## src/rtl/mem_access_unit_pkg.sv

```systemverilog
// ---------------------------------------------------------------------------
// mem_access_unit_pkg
//   Shared definitions for the load/store engine: register file widths,
//   memory access width codes, FSM state encoding and a helper that maps an
//   access width onto the index of its last byte.
// ---------------------------------------------------------------------------
package mem_access_unit_pkg;

    // Register file geometry
    localparam int REG_W  = 32;
    localparam int REG_AW = 5;

    // Access width codes carried on width_i
    localparam logic [1:0] MEM_BYTE = 2'b00;
    localparam logic [1:0] MEM_HALF = 2'b01;
    localparam logic [1:0] MEM_WORD = 2'b10;

    // Engine states
    typedef enum logic [1:0] {
        ST_IDLE   = 2'd0,
        ST_ACCESS = 2'd1,
        ST_TAIL   = 2'd2,
        ST_DONE   = 2'd3
    } mau_state_t;

    // Index of the final byte of an access; the reserved code behaves as a word
    function automatic logic [1:0] last_index(input logic [1:0] width);
        logic [1:0] idx;
        case (width)
            MEM_BYTE: idx = 2'd0;
            MEM_HALF: idx = 2'd1;
            default:  idx = 2'd3;
        endcase
        return idx;
    endfunction

endpackage

```

## src/rtl/mem_load_ext.sv

```systemverilog
// ---------------------------------------------------------------------------
// mem_load_ext
//   Combinational extension of assembled load data to register width.
//   Ports:
//     data     in  REG_W  little-endian bytes gathered from RAM
//     width    in  2      access width code (byte/half/word, reserved = word)
//     sext     in  1      1 = sign-extend byte/half, 0 = zero-extend
//     ext_data out REG_W  value to write back
// ---------------------------------------------------------------------------
module mem_load_ext
    import mem_access_unit_pkg::*;
(
    input  logic [REG_W-1:0] data,
    input  logic [1:0]       width,
    input  logic             sext,
    output logic [REG_W-1:0] ext_data
);

    // Replicate the top bit of the loaded field only when sign extension is asked for
    always_comb begin
        ext_data = data;
        case (width)
            MEM_BYTE: ext_data = {{(REG_W-8){sext & data[7]}}, data[7:0]};
            MEM_HALF: ext_data = {{(REG_W-16){sext & data[15]}}, data[15:0]};
            default:  ext_data = data;
        endcase
    end

endmodule

```

## src/rtl/mem_access_unit.sv

```systemverilog
// ---------------------------------------------------------------------------
// mem_access_unit
//   Load/store engine feeding stage_mem. A byte/half/word request is broken
//   into byte-serial accesses on an 8-bit synchronous RAM port while the
//   pipeline is stalled; non-memory instructions pass straight through.
//   Ports:
//     clk, reset               clock, synchronous active-high reset
//     req_i, we_i              memory request, 1 = store
//     width_i, sext_i          access width, load sign-extension
//     addr_i, wdata_i          byte address, store data (low bytes used)
//     write_i, regw_addr_i,
//     regw_data_i              write-back triple from EX/MEM
//     stall_o                  hold upstream stages
//     write_o, regw_addr_o,
//     regw_data_o              write-back triple to stage_mem
//     ram_addr_o, ram_wr_o,
//     ram_dout_o, ram_din_i    byte RAM port (read data one cycle late)
// ---------------------------------------------------------------------------
module mem_access_unit
    import mem_access_unit_pkg::*;
#(
    parameter int RAM_AW = 32
) (
    input  logic              clk,
    input  logic              reset,
    input  logic              req_i,
    input  logic              we_i,
    input  logic [1:0]        width_i,
    input  logic              sext_i,
    input  logic [31:0]       addr_i,
    input  logic [REG_W-1:0]  wdata_i,
    input  logic              write_i,
    input  logic [REG_AW-1:0] regw_addr_i,
    input  logic [REG_W-1:0]  regw_data_i,
    output logic              stall_o,
    output logic              write_o,
    output logic [REG_AW-1:0] regw_addr_o,
    output logic [REG_W-1:0]  regw_data_o,
    output logic [RAM_AW-1:0] ram_addr_o,
    output logic              ram_wr_o,
    output logic [7:0]        ram_dout_o,
    input  logic [7:0]        ram_din_i
);

    mau_state_t        state_q;
    mau_state_t        state_d;
    logic [1:0]        cnt_q;
    logic [1:0]        last_idx;
    logic [1:0]        cap_idx;
    logic              we_q;
    logic [1:0]        width_q;
    logic              sext_q;
    logic [RAM_AW-1:0] base_q;
    logic [REG_W-1:0]  wdata_q;
    logic              write_q;
    logic [REG_AW-1:0] regw_addr_q;
    logic [REG_W-1:0]  data_q;
    logic [REG_W-1:0]  ext_data;

    assign last_idx = last_index(width_q);

    // Read data trails its address by one cycle, so the byte arriving now
    // belongs to the previous counter value
    assign cap_idx = cnt_q - 2'd1;

    mem_load_ext u_load_ext (
        .data     (data_q),
        .width    (width_q),
        .sext     (sext_q),
        .ext_data (ext_data)
    );

    // State register
    always_ff @(posedge clk) begin
        if (reset) begin
            state_q <= ST_IDLE;
        end else begin
            state_q <= state_d;
        end
    end

    // Next-state logic: loads need one extra TAIL cycle for the last byte
    always_comb begin
        state_d = state_q;
        case (state_q)
            ST_IDLE:   if (req_i) state_d = ST_ACCESS;
            ST_ACCESS: if (cnt_q == last_idx) state_d = we_q ? ST_DONE : ST_TAIL;
            ST_TAIL:   state_d = ST_DONE;
            ST_DONE:   state_d = ST_IDLE;
            default:   state_d = ST_IDLE;
        endcase
    end

    // Request capture, byte counter and load data assembly
    always_ff @(posedge clk) begin
        if (reset) begin
            cnt_q       <= 2'd0;
            data_q      <= '0;
            we_q        <= 1'b0;
            width_q     <= MEM_BYTE;
            sext_q      <= 1'b0;
            base_q      <= '0;
            wdata_q     <= '0;
            write_q     <= 1'b0;
            regw_addr_q <= '0;
        end else begin
            case (state_q)
                ST_IDLE: begin
                    if (req_i) begin
                        cnt_q       <= 2'd0;
                        data_q      <= '0;
                        we_q        <= we_i;
                        width_q     <= width_i;
                        sext_q      <= sext_i;
                        base_q      <= addr_i[RAM_AW-1:0];
                        wdata_q     <= wdata_i;
                        write_q     <= write_i;
                        regw_addr_q <= regw_addr_i;
                    end
                end
                ST_ACCESS: begin
                    if (!we_q && cnt_q != 2'd0) begin
                        data_q[{cap_idx, 3'b000} +: 8] <= ram_din_i;
                    end
                    if (cnt_q == last_idx) begin
                        cnt_q <= 2'd0;
                    end else begin
                        cnt_q <= cnt_q + 2'd1;
                    end
                end
                ST_TAIL: begin
                    data_q[{last_idx, 3'b000} +: 8] <= ram_din_i;
                end
                default: begin
                end
            endcase
        end
    end

    // Outputs: everything is forced low while reset is held; in IDLE without
    // a request the write-back triple is a pure combinational bypass
    always_comb begin
        stall_o     = 1'b0;
        write_o     = 1'b0;
        regw_addr_o = '0;
        regw_data_o = '0;
        ram_addr_o  = '0;
        ram_wr_o    = 1'b0;
        ram_dout_o  = 8'h00;
        if (!reset) begin
            case (state_q)
                ST_IDLE: begin
                    if (req_i) begin
                        stall_o = 1'b1;
                    end else begin
                        write_o     = write_i;
                        regw_addr_o = regw_addr_i;
                        regw_data_o = regw_data_i;
                    end
                end
                ST_ACCESS: begin
                    stall_o    = 1'b1;
                    ram_addr_o = base_q + RAM_AW'(cnt_q);
                    if (we_q) begin
                        ram_wr_o   = 1'b1;
                        ram_dout_o = wdata_q[{cnt_q, 3'b000} +: 8];
                    end
                end
                ST_TAIL: begin
                    stall_o = 1'b1;
                end
                ST_DONE: begin
                    regw_addr_o = regw_addr_q;
                    if (!we_q) begin
                        write_o     = write_q;
                        regw_data_o = ext_data;
                    end
                end
                default: begin
                end
            endcase
        end
    end

endmodule
```

## config.mk

```make
export PLATFORM = sky130hd
export DESIGN_NAME = mem_access_unit
export DESIGN_NICKNAME = d
export VERILOG_FILES = /design/src/rtl/mem_access_unit_pkg.sv /design/src/rtl/mem_load_ext.sv /design/src/rtl/mem_access_unit.sv
export SDC_FILE = /design/constraint.sdc
export NUM_CORES = 1
export LEC_CHECK = 0
export BUFFER_PORTS_ARGS = -buffer_cell sky130_fd_sc_hd__buf_2
export CORE_ASPECT_RATIO = 1.4
export CORE_MARGIN = 10
export CORE_UTILIZATION = 56
export DETAILED_ROUTE_END_ITERATION = 8
export GPL_TIMING_DRIVEN = 1
export PLACE_DENSITY = 0.9
export SLEW_MARGIN = 20
export SYNTH_ARGS = -nofsm -noshare
export SYNTH_HDL_FRONTEND = slang
export SYNTH_SLANG_ARGS = --single-unit
```

## constraint.sdc

```tcl
create_clock -name clk -period 4.5 [get_ports clk]
set_input_delay 0.225 -clock clk [delete_from_list [all_inputs] [get_ports clk]]
set_output_delay 0.225 -clock clk [all_outputs]
set_load 0.02 [all_outputs]
```

== Word level (Yosys, flattened, before mapping) ==
Cells that the tools add are included.

* $add $sub $neg: 5
* Equality and inequality tests: 8
* Shift-type cells: 5
* Mux-type cells: 36
* Bitwise operators: 2
* Reduce and logical (&&, ||, !) cells: 12

{| class="wikitable"
|+ Operators by type and width
! operator !! number
|-
| 32-bit 2-to-1 mux || 7
|-
| 32-bit case mux with 2 select lines || 2
|-
| 32-bit case mux with 3 select lines || 1
|-
| 32-bit bitwise mux || 2
|-
| 8-bit by 7-bit variable shift with 32-bit output (first input constant) || 2
|-
| 8-bit by 7-bit variable part select with 32-bit output || 2
|-
| 32-bit by 2-bit adder with 32-bit output || 1
|-
| 32-bit by 6-bit variable part select with 8-bit output || 1
|-
| 8-bit 2-to-1 mux || 3
|-
| 5-bit negator with 7-bit output || 2
|-
| 5-bit 2-to-1 mux || 2
|-
| 5-bit case mux with 2 select lines || 1
|-
| 1-bit 2-to-1 mux || 9
|-
| 2-bit 2-to-1 mux || 4
|-
| 2-bit case mux with 2 select lines || 2
|-
| 2-bit case mux with 4 select lines || 1
|-
| 2-bit inequality test (second input constant) || 3
|-
| 2-bit AND reduction || 3
|-
| 2-bit by 1-bit == test with 1-bit output (second input constant) || 2
|-
| 2-bit == test (second input constant) || 2
|-
| 2-bit logical NOT || 2
|-
| 1-bit case mux with 2 select lines || 2
|-
| 2-bit nonzero test || 2
|-
| 3-bit AND reduction || 1
|-
| 8 further kinds || 9
|}

* Bits in registers: 110
* Output and inout bits: 80
* Word-level logic and storage cells: 78

== Logic depth before layout (Yosys ltp) ==
* Depth after elaboration: 6
* Gate-level depth with buffers: 10
* Depth with buffers taken out: 6

== Modules after synthesis ==
A second synthesis with hierarchy kept.

* Cell total of the unflattened synthesis: 913
* Area, all modules: 6678.9 µm²

{| class="wikitable"
|+ Modules (own cells, without submodules)
! module !! instances !! cells each !! area each (µm²) !! seq. area each (µm²)
|-
| mem_access_unit || 1 || 847 || 6293.5 || 2202.1
|-
| mem_load_ext || 1 || 66 || 385.4 || 0.0
|}

== Worst setup path after synthesis ==
Ideal clock, no wire load.

* Path kind: register to output
* Start point: reg cnt_q[0]
* End point: out ram_addr_o[24]
* Data arrival time: 2.370 ns
* Data required time: 4.275 ns
* Setup slack: 1.905 ns
* Stages on the path, launching flop included: 8
* Buffers on the path: 1
* Cell sequence: dfxtp_1 ha_1 fa_1 nand3_2 or3_1 buf_2 or4_1 a21oi_1

* Word-level cells in the longest chain between the ends: 3

{| class="wikitable"
|+ Ends and longest elaborated chain
! item !! RTL line !! RTL
|-
| from (decl) || mem_access_unit.sv:47 || <nowiki>logic [1:0] cnt_q;</nowiki>
|-
| from (signal assigned) || mem_access_unit.sv:128 || <nowiki>cnt_q <= cnt_q + 2'd1;</nowiki>
|-
| 32-bit by 2-bit adder with 32-bit output || mem_access_unit.sv:163 || <nowiki>ram_addr_o = base_q + RAM_AW'(cnt_q);</nowiki>
|-
| 32-bit 2-to-1 mux || mem_access_unit.sv:151 || <nowiki>case (state_q)</nowiki>
|-
| 32-bit 2-to-1 mux || mem_access_unit.sv:150 || <nowiki>if (!reset) begin</nowiki>
|-
| to (decl) || mem_access_unit.sv:39 || <nowiki>output logic [RAM_AW-1:0] ram_addr_o,</nowiki>
|}

Every way passes these cells.

== Final worst setup path ==
* Start point: reg cnt_q[0]
* End point: out ram_addr_o[20]

Same word-level chain as after synthesis.

==> parameters.txt <==
Parameter                              Value

Status
  Result of the run    finished clean

Place
  Cell area after placement    0.00735 mm2
  # port buffers    196
  Post-DP HPWL    14600 um
  Routability cong.    0.945
  Placed insts    1148

Power and ir drop
  Leakage component of the power    approximately 3.1 nW
  Pwr Density    roughly 450 mW/mm2
  Maximum vdd ir drop    roughly 0.29 mV

STA
  Fin. Hold Viols    0
  Number of max-slew violations in the final report    0
  Slew at the pin with the worst max-slew slack    slightly above 1 ns
  Total negative slack    0 ns
  Final clock period utilization by the worst path    73.2%
  Highest attainable clock frequency    0.304 GHz
  Post-route worst hold slack    0.109 ns
  Setup repair after global routing missed its margin    no
  Worst Skew    0.0101 ns
  Worst slew margin relative to its limit    30.7%
  Crit path time final    between 3 and 4 ns
  Final setup violating endpoints    0

Critical path
  Slowest library cell on the worst path    or3_1
  Worst Setup End Kind    primary output
  Critical Path Fanout Max    19
  Series of cell instances along the critical path    buf_4, ha_1, fa_1, nand3_2, or3_1, or4_1, a21oi_1, buf_2
  Critical path startpoint category    flop
  Critical path's largest stage delay    0.58 ns
  WP depth    8
  Required time of the critical path    4.28 ns
  Depth of the worst register-to-register path    6
  Worst path bufs/invs    2
  Critical Path AT    around 3 ns
  Classification of the worst setup path    flop to primary output
  Cell class contributing the biggest share of worst-path delay    simple AND/OR/NAND/NOR gates

Global route
  GR Layer Usage met3    3.26%
  Global-route usage over all layers    23.7%
  Peak-usage layer in the global routing report    met2
  Total congestion overflow after global routing    0
  First-pass GRT wire length    31500 um
  Global-route track usage on met1    a little over a quarter
  Met2 Usage GRT    41.4%
  Number of global-route vias before repair    roughly 6.5k
  Pin count of the biggest net entering global routing    between 70 and 80
  Initial antenna violation count    1

Floorplanning
  IO Pins    between 150 and 200
  Floorplan die area    0.0161 mm2
  Horizontal die dimension    about 110 um
  Overall die height    146 um
  Placeable core region    0.0112 mm2
  Effective utilization at floorplan    56.8%
  Std cell rows    46

CTS
  TritonCTS buffer count    9
  Clock-pin slew of the registers on the worst-case setup and hold paths    0.08 ns
  CTS resizes    0
  Bufs on Longest Clock Path    2
  Number of clock sinks    110
  Clock tree from TritonCTS    built
  Root buf cell    clkbuf_16
  Number of buffers added for setup after CTS    0
  Clock latency reported for the late side of the worst-skew pair    0.35 ns
  Level count of the clock H-tree    3
  Hold bufs inserted after CTS    0

Synth
  Synth warn    0
  Top cell type by total area after synthesis    dfxtp_1
  Portion of the post-synthesis area used by sequential elements    34.5%
  Fraction of synthesis flops using an asynchronous set or reset pin    0%
  Net count of the mapped netlist    about 1000
  Post-Syn Area    0.00637 mm2
  Top FF cell, synth    dfxtp_1
  Count of different cell masters after synthesis    47
  Xor/xnor cell area share of the yosys netlist    1.37%
  Post-synth EDFFs    0
  Synth Area in Compound Gates    24.8%
  Synthesized netlist cell count    868
  Multiplexer area fraction after synthesis    5.81%
  Fraction of synthesized cell area taken by the top area cell type    between 30% and 40%
  Dominant combinational cell family by area after synthesis    simple AND/OR/NAND/NOR gates
  Arithmetic-cell share of the synthesized area counting full adders, half adders and majority gates    2.67%
  Average footprint of a synthesized cell    7.34 um2
  Register bit total from synthesis    110
  Basic-gate share of the synthesized area counting and, or, nand and nor cells    26.0%
  Top cells by area, synth    dfxtp_1, nand2_1, a21oi_1

Layout
  Multi-input combinational cell area    about 0.0039 mm2
  Post-Route Utilization    68.1%
  Share of post-route cells with drive strength above 1    26.1%
  Area Overhead vs Synth    19.9%
  Filler cell count in the final layout    1017
  Cell Count, Final, Fillers Out    1163
  NumNets Final    1145
  Most frequent standard cell in the layout excluding fill and tap cells    nand2_1
  Leading cell types in the layout, fill and taps excluded    nand2_1, buf_2, a21oi_1
  Post-route cell area    0.00765 mm2
  Register cell area after layout    between 0.002 and 0.0025 mm2

Drt
  Detailed Routing Iterations Pass 1    6
  Via total after detailed routing    6852
  Final ANT Viol Nets    0
  Remaining routing DRC violations    0
  Final routed wirelength across all metal layers    a little under 20000 um
  Via-to-Cell Ratio    5.89
  WL/cell    17.0 um
  Initial DRC Count    505

Run
  Total of max-cap violations    0

Worst hold path
  Number of cells on the worst hold path    3
  HP Class    input port to flop
-- sequential cells by signal (all words and copies together), names as in the netlist --
name and count:
base_q 32, data_q 32, wdata_q 32, regw_addr_q 5, cnt_q 2, state_q 2
width_q 2, sext_q 1, we_q 1, write_q 1
-- kinds of logic (layout without fill, tap and decap cells) --
group	Yosys count	in the layout
compound gates	274	274
simple gates	356	356
mux	25	25
fa+ha+maj	13	13
xor+xnor	10	10
flops	110	110
other cells	0	1
buf+inv	80	230
-- cell type report --
class                      count  share of cell area, %
inverter                      11                  0.540
clock inverter                 5                  0.884
antenna                        1                 0.0327
clock buffer                   9                   2.95
multi-input combinational    678                   50.7
tap                          144                   2.36
timing repair buffer         205                   13.7
sequential                   110                   28.8
-- final timing paths --
path / start / endpoint / slack, ns
setup / recovery: cnt_q[0] / ram_addr_o[20] / 1.21
hold / removal: addr_i[12] / base_q[12] / 0.11
hold reg to reg: wdata_q[31] / wdata_q[31] / 0.45
setup reg to reg: state_q[1] / data_q[13] / 1.64
-- through the flow --
stage	worst slack (ns)	power, mW
5_1_grt	0.890	3.69
3_5_place_dp	1.56	2.68
4_1_cts	1.19	3.47
6_report	1.21	3.47
2_1_floorplan	1.91	2.28
3_3_place_gp	1.60	2.64
-- Yosys cell counts, types with 9 or more instances --
master,n
nand2_1,209
a22oi_1,30
clkbuf_1,56
and3_1,9
a21oi_1,136
mux2_2,16
inv_1,11
nor2b_1,30
o21ai_0,66
ha_1,12
nor2_1,30
o31ai_1,10
dfxtp_1,110
or4_1,11
a31o_2,16
nand3_1,28
buf_1,9
-- per-layer routing --
metal	part of all wire, %	wire, um
met1	37	7360
met4	3.2	640
met5	0	0
met3	7.1	1400
met2	52	10400
-- worst min-delay path, delay by kind of cell --
kind	cells	cell delay [ns]
buffers and inverters	1	0.10
and+or+nand+nor	1	0.05
AOI/OAI and AO/OA	1	0.05
-- report_power, final --
| group | internal (mW) | switching (mW) |
|---|---|---|
| logic | 0.452 | 0.966 |
| registers | 1.12 | 0.136 |
| clock network | 0.435 | 0.365 |
No activity file was read; power rests on OpenSTA's default activity.
